===== config.mk =====
export PLATFORM = sky130hd
export DESIGN_NAME = stage_sequencer
export DESIGN_NICKNAME = d
export VERILOG_FILES = /design/src/rtl/stage_defs.sv /design/src/rtl/stage_sequencer_mem_wait_timer.sv /design/src/rtl/stage_sequencer.sv
export SDC_FILE = /design/constraint.sdc
export NUM_CORES = 1
export LEC_CHECK = 0
export CAP_MARGIN = 10
export CORE_UTILIZATION = 25
export DETAILED_ROUTE_END_ITERATION = 6
export GPL_TIMING_DRIVEN = 0
export PLACE_DENSITY = 0.54
export SLEW_MARGIN = 20
export SYNTH_ARGS = -nofsm -noshare
export SYNTH_HDL_FRONTEND = slang
export SYNTH_HIERARCHICAL = 1
export SYNTH_SLANG_ARGS = --single-unit

===== constraint.sdc =====
create_clock -name Clock -period 3.7 [get_ports Clock]
set_input_delay 0.74 -clock Clock [delete_from_list [all_inputs] [get_ports Clock]]
set_output_delay 0.74 -clock Clock [all_outputs]
set_load 0.1 [all_outputs]

===== src/rtl/stage_defs.sv =====
// Stage and opcode encodings shared by the stage sequencer and the stage-enable decoder.
package stage_defs;

  localparam logic [2:0] STG_IDLE      = 3'd0;
  localparam logic [2:0] STG_FETCH     = 3'd1;
  localparam logic [2:0] STG_DECODE    = 3'd2;
  localparam logic [2:0] STG_EXECUTE   = 3'd3;
  localparam logic [2:0] STG_MEMORY    = 3'd4;
  localparam logic [2:0] STG_WRITEBACK = 3'd5;

  localparam logic [3:0] OP_NOP  = 4'h0;
  localparam logic [3:0] OP_HALT = 4'hF;

  // Sequencer states; the active stages reuse the stage number as their encoding.
  typedef enum logic [2:0] {
    StIdle      = 3'd0,
    StFetch     = 3'd1,
    StDecode    = 3'd2,
    StExecute   = 3'd3,
    StMemory    = 3'd4,
    StWriteback = 3'd5,
    StHalted    = 3'd7
  } seq_state_e;

  // HALT behaves as a NOP for datapath purposes.
  function automatic logic is_nop_op(input logic [3:0] op);
    return (op == OP_NOP) || (op == OP_HALT);
  endfunction

endpackage


===== src/rtl/stage_sequencer_mem_wait_timer.sv =====
// Memory-stage wait timer: loads on start, counts down while enabled, flags expiry at zero.
module mem_wait_timer #(
  parameter int unsigned MemTimeout = 15
) (
  input  logic clk_i,
  input  logic rst_i,
  input  logic start_i,
  input  logic en_i,
  output logic expired_o
);

  // Loaded with MemTimeout-1 so expiry coincides with the MemTimeout-th wait cycle.
  localparam int unsigned CntW = (MemTimeout > 2) ? $clog2(MemTimeout) : 1;

  logic [CntW-1:0] cnt_q, cnt_d;

  // Next count: reload on start, otherwise decrement until zero.
  always_comb begin
    cnt_d = cnt_q;
    if (start_i) begin
      cnt_d = CntW'(MemTimeout - 1);
    end else if (en_i && (cnt_q != '0)) begin
      cnt_d = cnt_q - CntW'(1);
    end
  end

  // Count register with synchronous reset.
  always_ff @(posedge clk_i) begin
    if (rst_i) begin
      cnt_q <= '0;
    end else begin
      cnt_q <= cnt_d;
    end
  end

  assign expired_o = (cnt_q == '0);

endmodule


===== src/rtl/stage_sequencer.sv =====
// Instruction stage sequencer: walks each instruction through fetch..write-back,
// with run/step/halt control, store stall on Mem_Ready and a retired counter.
module stage_sequencer
  import stage_defs::*;
#(
  parameter int unsigned MEM_TIMEOUT = 15,
  parameter int unsigned COUNT_W     = 16
) (
  input  logic               Clock,
  input  logic               Reset,
  input  logic               Run,
  input  logic               Step,
  input  logic               Halt_Req,
  input  logic               Mem_Ready,
  input  logic [3:0]         Opcode,
  input  logic               IsStore,
  output logic [2:0]         Stage,
  output logic               NOP_FLAG,
  output logic               WillWriteTo_Memory_H_RF_L,
  output logic               Busy,
  output logic               Instr_Done,
  output logic               Halted,
  output logic               Timeout_Err,
  output logic [COUNT_W-1:0] Retired
);

  seq_state_e         state_q, state_d;
  logic               nop_q, nop_d;
  logic               store_q, store_d;
  logic               halt_q, halt_d;
  logic               halt_pend_q, halt_pend_d;
  logic               timeout_q, timeout_d;
  logic [COUNT_W-1:0] retired_q, retired_d;

  logic dec_nop;
  logic dec_store;
  logic mem_expired;

  assign dec_nop   = is_nop_op(Opcode);
  assign dec_store = IsStore & ~dec_nop;

  // Wait counter restarts on every S4 entry (S3 always leads to S4).
  mem_wait_timer #(
    .MemTimeout(MEM_TIMEOUT)
  ) u_mem_wait_timer (
    .clk_i    (Clock),
    .rst_i    (Reset),
    .start_i  (state_q == StExecute),
    .en_i     (state_q == StMemory),
    .expired_o(mem_expired)
  );

  // Next-state logic: stage progression, decode latches, halt pending, sticky error, counter.
  always_comb begin
    state_d     = state_q;
    nop_d       = nop_q;
    store_d     = store_q;
    halt_d      = halt_q;
    timeout_d   = timeout_q;
    retired_d   = retired_q;
    halt_pend_d = halt_pend_q;

    unique case (state_q)
      StIdle: begin
        if (Run || Step) state_d = StFetch;
      end
      StFetch:   state_d = StDecode;
      StDecode: begin
        state_d = StExecute;
        nop_d   = dec_nop;
        store_d = dec_store;
        halt_d  = (Opcode == OP_HALT);
      end
      StExecute: state_d = StMemory;
      StMemory: begin
        if (!store_q || Mem_Ready) begin
          state_d = StWriteback;
        end else if (mem_expired) begin
          timeout_d = 1'b1;
          state_d   = StWriteback;
        end
      end
      StWriteback: begin
        retired_d = retired_q + COUNT_W'(1);
        if (halt_q) begin
          state_d = StHalted;
        end else if (halt_pend_q || Halt_Req || !Run) begin
          state_d = StIdle;
        end else begin
          state_d = StFetch;
        end
      end
      StHalted:  state_d = StHalted;
      default:   state_d = StIdle;
    endcase

    // Halt requests only register while an instruction is in flight.
    if (state_d == StIdle) begin
      halt_pend_d = 1'b0;
    end else if (Busy && Halt_Req) begin
      halt_pend_d = 1'b1;
    end
  end

  // State registers with synchronous reset taking priority over everything.
  always_ff @(posedge Clock) begin
    if (Reset) begin
      state_q     <= StIdle;
      nop_q       <= 1'b0;
      store_q     <= 1'b0;
      halt_q      <= 1'b0;
      halt_pend_q <= 1'b0;
      timeout_q   <= 1'b0;
      retired_q   <= '0;
    end else begin
      state_q     <= state_d;
      nop_q       <= nop_d;
      store_q     <= store_d;
      halt_q      <= halt_d;
      halt_pend_q <= halt_pend_d;
      timeout_q   <= timeout_d;
      retired_q   <= retired_d;
    end
  end

  // Output decode: decode-stage flags come straight from the IR, later stages use latches.
  always_comb begin
    Stage                     = STG_IDLE;
    NOP_FLAG                  = 1'b0;
    WillWriteTo_Memory_H_RF_L = 1'b0;
    unique case (state_q)
      StFetch:     Stage = STG_FETCH;
      StDecode: begin
        Stage                     = STG_DECODE;
        NOP_FLAG                  = dec_nop;
        WillWriteTo_Memory_H_RF_L = dec_store;
      end
      StExecute: begin
        Stage                     = STG_EXECUTE;
        NOP_FLAG                  = nop_q;
        WillWriteTo_Memory_H_RF_L = store_q;
      end
      StMemory: begin
        Stage                     = STG_MEMORY;
        NOP_FLAG                  = nop_q;
        WillWriteTo_Memory_H_RF_L = store_q;
      end
      StWriteback: begin
        Stage                     = STG_WRITEBACK;
        NOP_FLAG                  = nop_q;
        WillWriteTo_Memory_H_RF_L = store_q;
      end
      default:     Stage = STG_IDLE;
    endcase
  end

  assign Busy        = (Stage != STG_IDLE);
  assign Instr_Done  = (state_q == StWriteback);
  assign Halted      = (state_q == StHalted);
  assign Timeout_Err = timeout_q;
  assign Retired     = retired_q;

endmodule


== Word-level counts from Yosys, hierarchy flattened ==
Cells that the tools add are included.
Word-level totals
  bits in latches: 0
  bits in read-only memories: 0
  bits of input ports: 11
  bits in writable memories: 0
  word-level logic and storage cells: 52
  output and inout bits: 25
  flip-flop bits (word level): 28
  memories: 0
Operators by class
  $add $sub $neg: 2
  equal/unequal tests: 7
  shift-type cells: 0
  $lt $le $gt $ge: 0
  multiply operators: 0
  bitwise gates (word level): 3
  mux-type cells: 11
  div/mod/pow operators: 0
  reductions and logical operators: 20
Operator list (count)
  $pmux W3 S7: 1
  $add A16 B1 Y16 const B: 1
  $pmux W3 S5: 1
  $mux W3: 4
  $eq A3 B3 Y1 const B: 3
  $logic_not A4 Y1: 2
  $mux W4: 2
  $eq A3 B2 Y1 const B: 2
  $logic_not A3 Y1: 2
  $logic_or A1 B1 Y1: 5
  $eq A4 B4 Y1 const B: 1
  $pmux W1 S2: 2
  $reduce_bool A4 Y1: 1
  $reduce_or A2 Y1: 2
  $sub A4 B1 Y4 const B: 1
  $eq A3 B1 Y1 const B: 1
  $reduce_and A3 Y1: 1
  $reduce_bool A3 Y1: 1
  $reduce_or A3 Y1: 1
  $logic_and A1 B1 Y1: 2
  $logic_not A1 Y1: 2
  $not A1 Y1: 2
  $reduce_bool A2 Y1: 1
  $and A1 B1 Y1: 1
  $mux W1: 1

== Logic depth before layout (Yosys ltp) ==
  depth after elaboration: 7
  mapped depth: 7
  mapped depth without buffers: 7

== Hierarchy ==
The synthesis kept the hierarchy.
Modules (own cells, without submodules)
  stage_sequencer: area an instance 1193.6 sq um, times used 1, cells each 144, sequential area each 480.5 sq um
  mem_wait_timer: area an instance 217.7 sq um, times used 1, cells each 24, sequential area each 80.1 sq um

== Worst setup path after synthesis ==
OpenSTA, ideal clock, no wires.
  path kind: input -> output
  start: input port Opcode[0]
  end: output port NOP_FLAG
  required time: 2.960 ns
  arrival: 3.542 ns
  stages on the path: 3
  buffers on the path: 0
  setup slack: -0.582 ns
  path through: or4_1 and2_1 o21ai_0
Between the ends
  word-level cells in the longest chain between the ends: 3
  elaborated cells between the ends (all ways): 4
  those cells by class: 1 x eq/ne; 1 x mux; 2 x reduce/logical
Ends and longest elaborated chain
  start, declared: RTL line stage_sequencer.sv:15  | input logic [3:0] Opcode,
  $eq A4 B4 Y1 or $logic_not A4 Y1 (tied branches): RTL line stage_defs.sv:27  | return (op == OP_NOP) || (op == OP_HALT);
  $logic_or A1 B1 Y1 (*): RTL line stage_defs.sv:27
  $pmux W1 S2 (*): RTL line stage_sequencer.sv:131  | unique case (state_q)
  end, declared: RTL line stage_sequencer.sv:18  | output logic NOP_FLAG,
Mark *: on every way between the ends. The rest lies on a longest branch, timed or not.

== Worst setup path in the final report ==
Same ends and word-level chain as after synthesis.

==> impl_metrics.toml <==
[run_status]
status = "complete, no violations"

[finish]
stdcell_area_um2 = 1920
area_growth_syn_to_layout_pct = 36.1
fin_nets = 221
diodes = 0
fill_cells = 563
layout-drive-gt1-share = 0.0580

[die]
coreArea_um2 = 5270
ios = 36
die_area_um2 = 5950
chipHeight_um = 77.1
die_w_um = 77.1
rows = 26
initial_core_util = 0.268

[synth]
synthesis.area_um2 = 1410
synth_cell_types = 39
syn_nets = 181
yosys.area.top_type = "dfxtp_1"
synth_edf_count = 0
synthFlopType = "dfxtp_1"
async_reset_ff_frac = 0
synth.avg_cell_area_um2 = 8.40
synth_top_area_share = 0.397
seq_area_frac_synth = 0.397
ys_ff_latch = 28
yosysWarnings = 6
ys_top_cells_by_area = "dfxtp_1 40%, a21oi_1 5.0%, nor2_1 4.5%, xor2_1 4.3%, nand2_1 2.9%"
netlist_instances = 168
synth_commonest_cells = "28 x dfxtp_1, 17 x nor2_1, 14 x a21oi_1"
yosysMostFrequentCell = "dfxtp_1"

[global_route]
grt_pass1_wl_um = 5660
grt_max_degree = 17
first_global_vias = 1144
grt_use_total = 0.119
antenna_found_initial = 0
grt-ovfl-total = 0

[timing]
tightest_slew_ns = 0.973
fin_crit_sh = 0.971
drv_slew = 0
finalCriticalPeriod_ns = 3.59
hold_violations = 0
rsz0062_at_grt = "false"
setup_ws_ns = 0.108
skew_ns = 0.00313
final-setup-viol-count = 0
relSlewSlack = 0.350
clock.fmax_mhz = 278

[drt]
dr.pass1.iters = 4
dr_total_vias = 1298
vias_per_cell = 4.69
wirelength_um = 3370
drc = 0
drt-initial-drc-count = 86
drt-wirelength-per-cell_um = 12.2
ant_nets = 0

[setup_path]
critPathKind = "input pin to output pin"
path_max_fanout = 3
cp-end-kind = "output pin"
startpoint_type = "input pin"
cp.required_ns = 2.96
arrival_ns = 2.85

[place]
gp_congestion = 0.714
portBuffers = 35
dpl_cell_area_um2 = 1850
dp_hpwl_um = 2480
pre_cts_ws_ns = -0.187

[clocking]
insertion_delay_ns = 0.28
numCtsBuffers = 3
path_clk_slew_ns = 0.10
htree_levels = 1
cts_max_path_buffers = 2
postCtsSetupRepairBufs = 0
cts_tree = "yes"
root_buffer = "clkbuf_8"
clkSinkCount = 28

[pwr]
peakVddDrop_v = 0.000199
power_density_nw_per_um2 = 437
power.static_leakage_nw = 0.695
power.switching_mw = 0.298
p_sw_frac = 0.356
combPwrFrac = 0.308
seqPwrFrac = 0.395
clockPowerShare = 0.298
p_int_mw = 0.540
finalPower_mw = 0.839

[hold_path]
worst_hold_path_type = "flop to flop"

[job]
cap_viol_max_count = 0
## power by group through the flow
stage | clock (mW) | combinational (mW) | sequential [mW]
after global placement | 0 | 0.259 | 0.338
final | 0.250 | 0.258 | 0.331
after floorplan | 0 | 0.194 | 0.340
after CTS | 0.256 | 0.259 | 0.331
after detailed placement | 0 | 0.260 | 0.338
after global routing | 0.266 | 0.276 | 0.334
## repair_timing
| action | 4_1_cts | 5_1_grt |
|---|---|---|
| resized for setup | 2 | 0 |
| hold buffers | 0 | 0 |
| setup endpoints to repair | 2 | 0 |
## layout make-up
type	instances	area, µm²	share of cell area
multi-input cells	126	800	0.416
flip-flops and latches	28	561	0.292
repair buffers	35	348	0.181
well taps	70	87.6	0.0456
clock buffers	3	41.3	0.0215
clock inverters	1	30.0	0.0156
plain buffers	7	27.5	0.0143
inverters	7	26.3	0.0137
## stage by stage
| stage | std cells | util | hold slack, ns | setup TNS [ns] |
|---|---|---|---|---|
| floorplan | 168 | - | 0.463 | 0 |
| global placement | 273 | 0.351 | 0.476 | -0.215 |
| detailed placement | 273 | 0.351 | 0.480 | -0.219 |
| CTS | 277 | 0.364 | 0.496 | 0 |
| global route | 277 | 0.364 | 0.529 | 0 |
| finish | 277 | 0.364 | 0.491 | 0 |
## registers in the layout (all words and copies together) (netlist names)
| name | cells |
|---|---|
| state_q | 3 |
| Timeout_Err | 1 |
| halt_q | 1 |
| store_q | 1 |
| nop_q | 1 |
| u_mem_wait_timer/cnt_q | 4 |
| halt_pend_q | 1 |
| Retired | 16 |
## worst max-delay path, cell delays in order
cell             delay [ns]
clkdlybuf4s50_1        0.41
or4_1                  0.50
and2_1                 0.20
o21ai_1                0.14
dlygate4sd2_1          0.86
## final timing paths
check,end,slack [ns],startpoint,cells after the start
worst max register to register,u_mem_wait_timer/cnt_q[3],1.58,state_q[2],6
worst max-delay path,NOP_FLAG,0.11,Opcode[0],5
worst min register to register,Retired[15],0.49,Retired[15],2
worst min-delay path,Retired[15],0.49,Retired[15],2
## placed cells by master (no fill, tap or decap), types with 7 or more instances in the layout
master,netlist,final
nand2_1,11,11
xor2_1,7,7
clkdlybuf4s50_1,0,33
nor2_1,17,17
inv_1,7,7
dfxtp_1,28,28
nand3_1,8,8
a21oi_1,14,14
## metal layers
metal	wire length (µm)	global-route usage	vias to the layer above
met3	96	0.0143	4
met2	1460	0.175	29
met1	1760	0.169	588
met5	0	0	-
met4	57	0.0566	0
li1	-	-	677
## cells by family after synthesis
| family | after synthesis | synth area share |
|---|---|---|
| AO/OA/AOI/OAI | 33 | 0.145 |
| flip-flops | 28 | 0.397 |
| buffers and inverters | 14 | 0.0381 |
| adder cells (fa/ha/maj) | 2 | 0.0177 |
| multiplexers | 1 | 0.00709 |
| AND/OR/NAND/NOR | 80 | 0.332 |
| XOR/XNOR | 10 | 0.0621 |
Power figures use the tool's default switching activity.
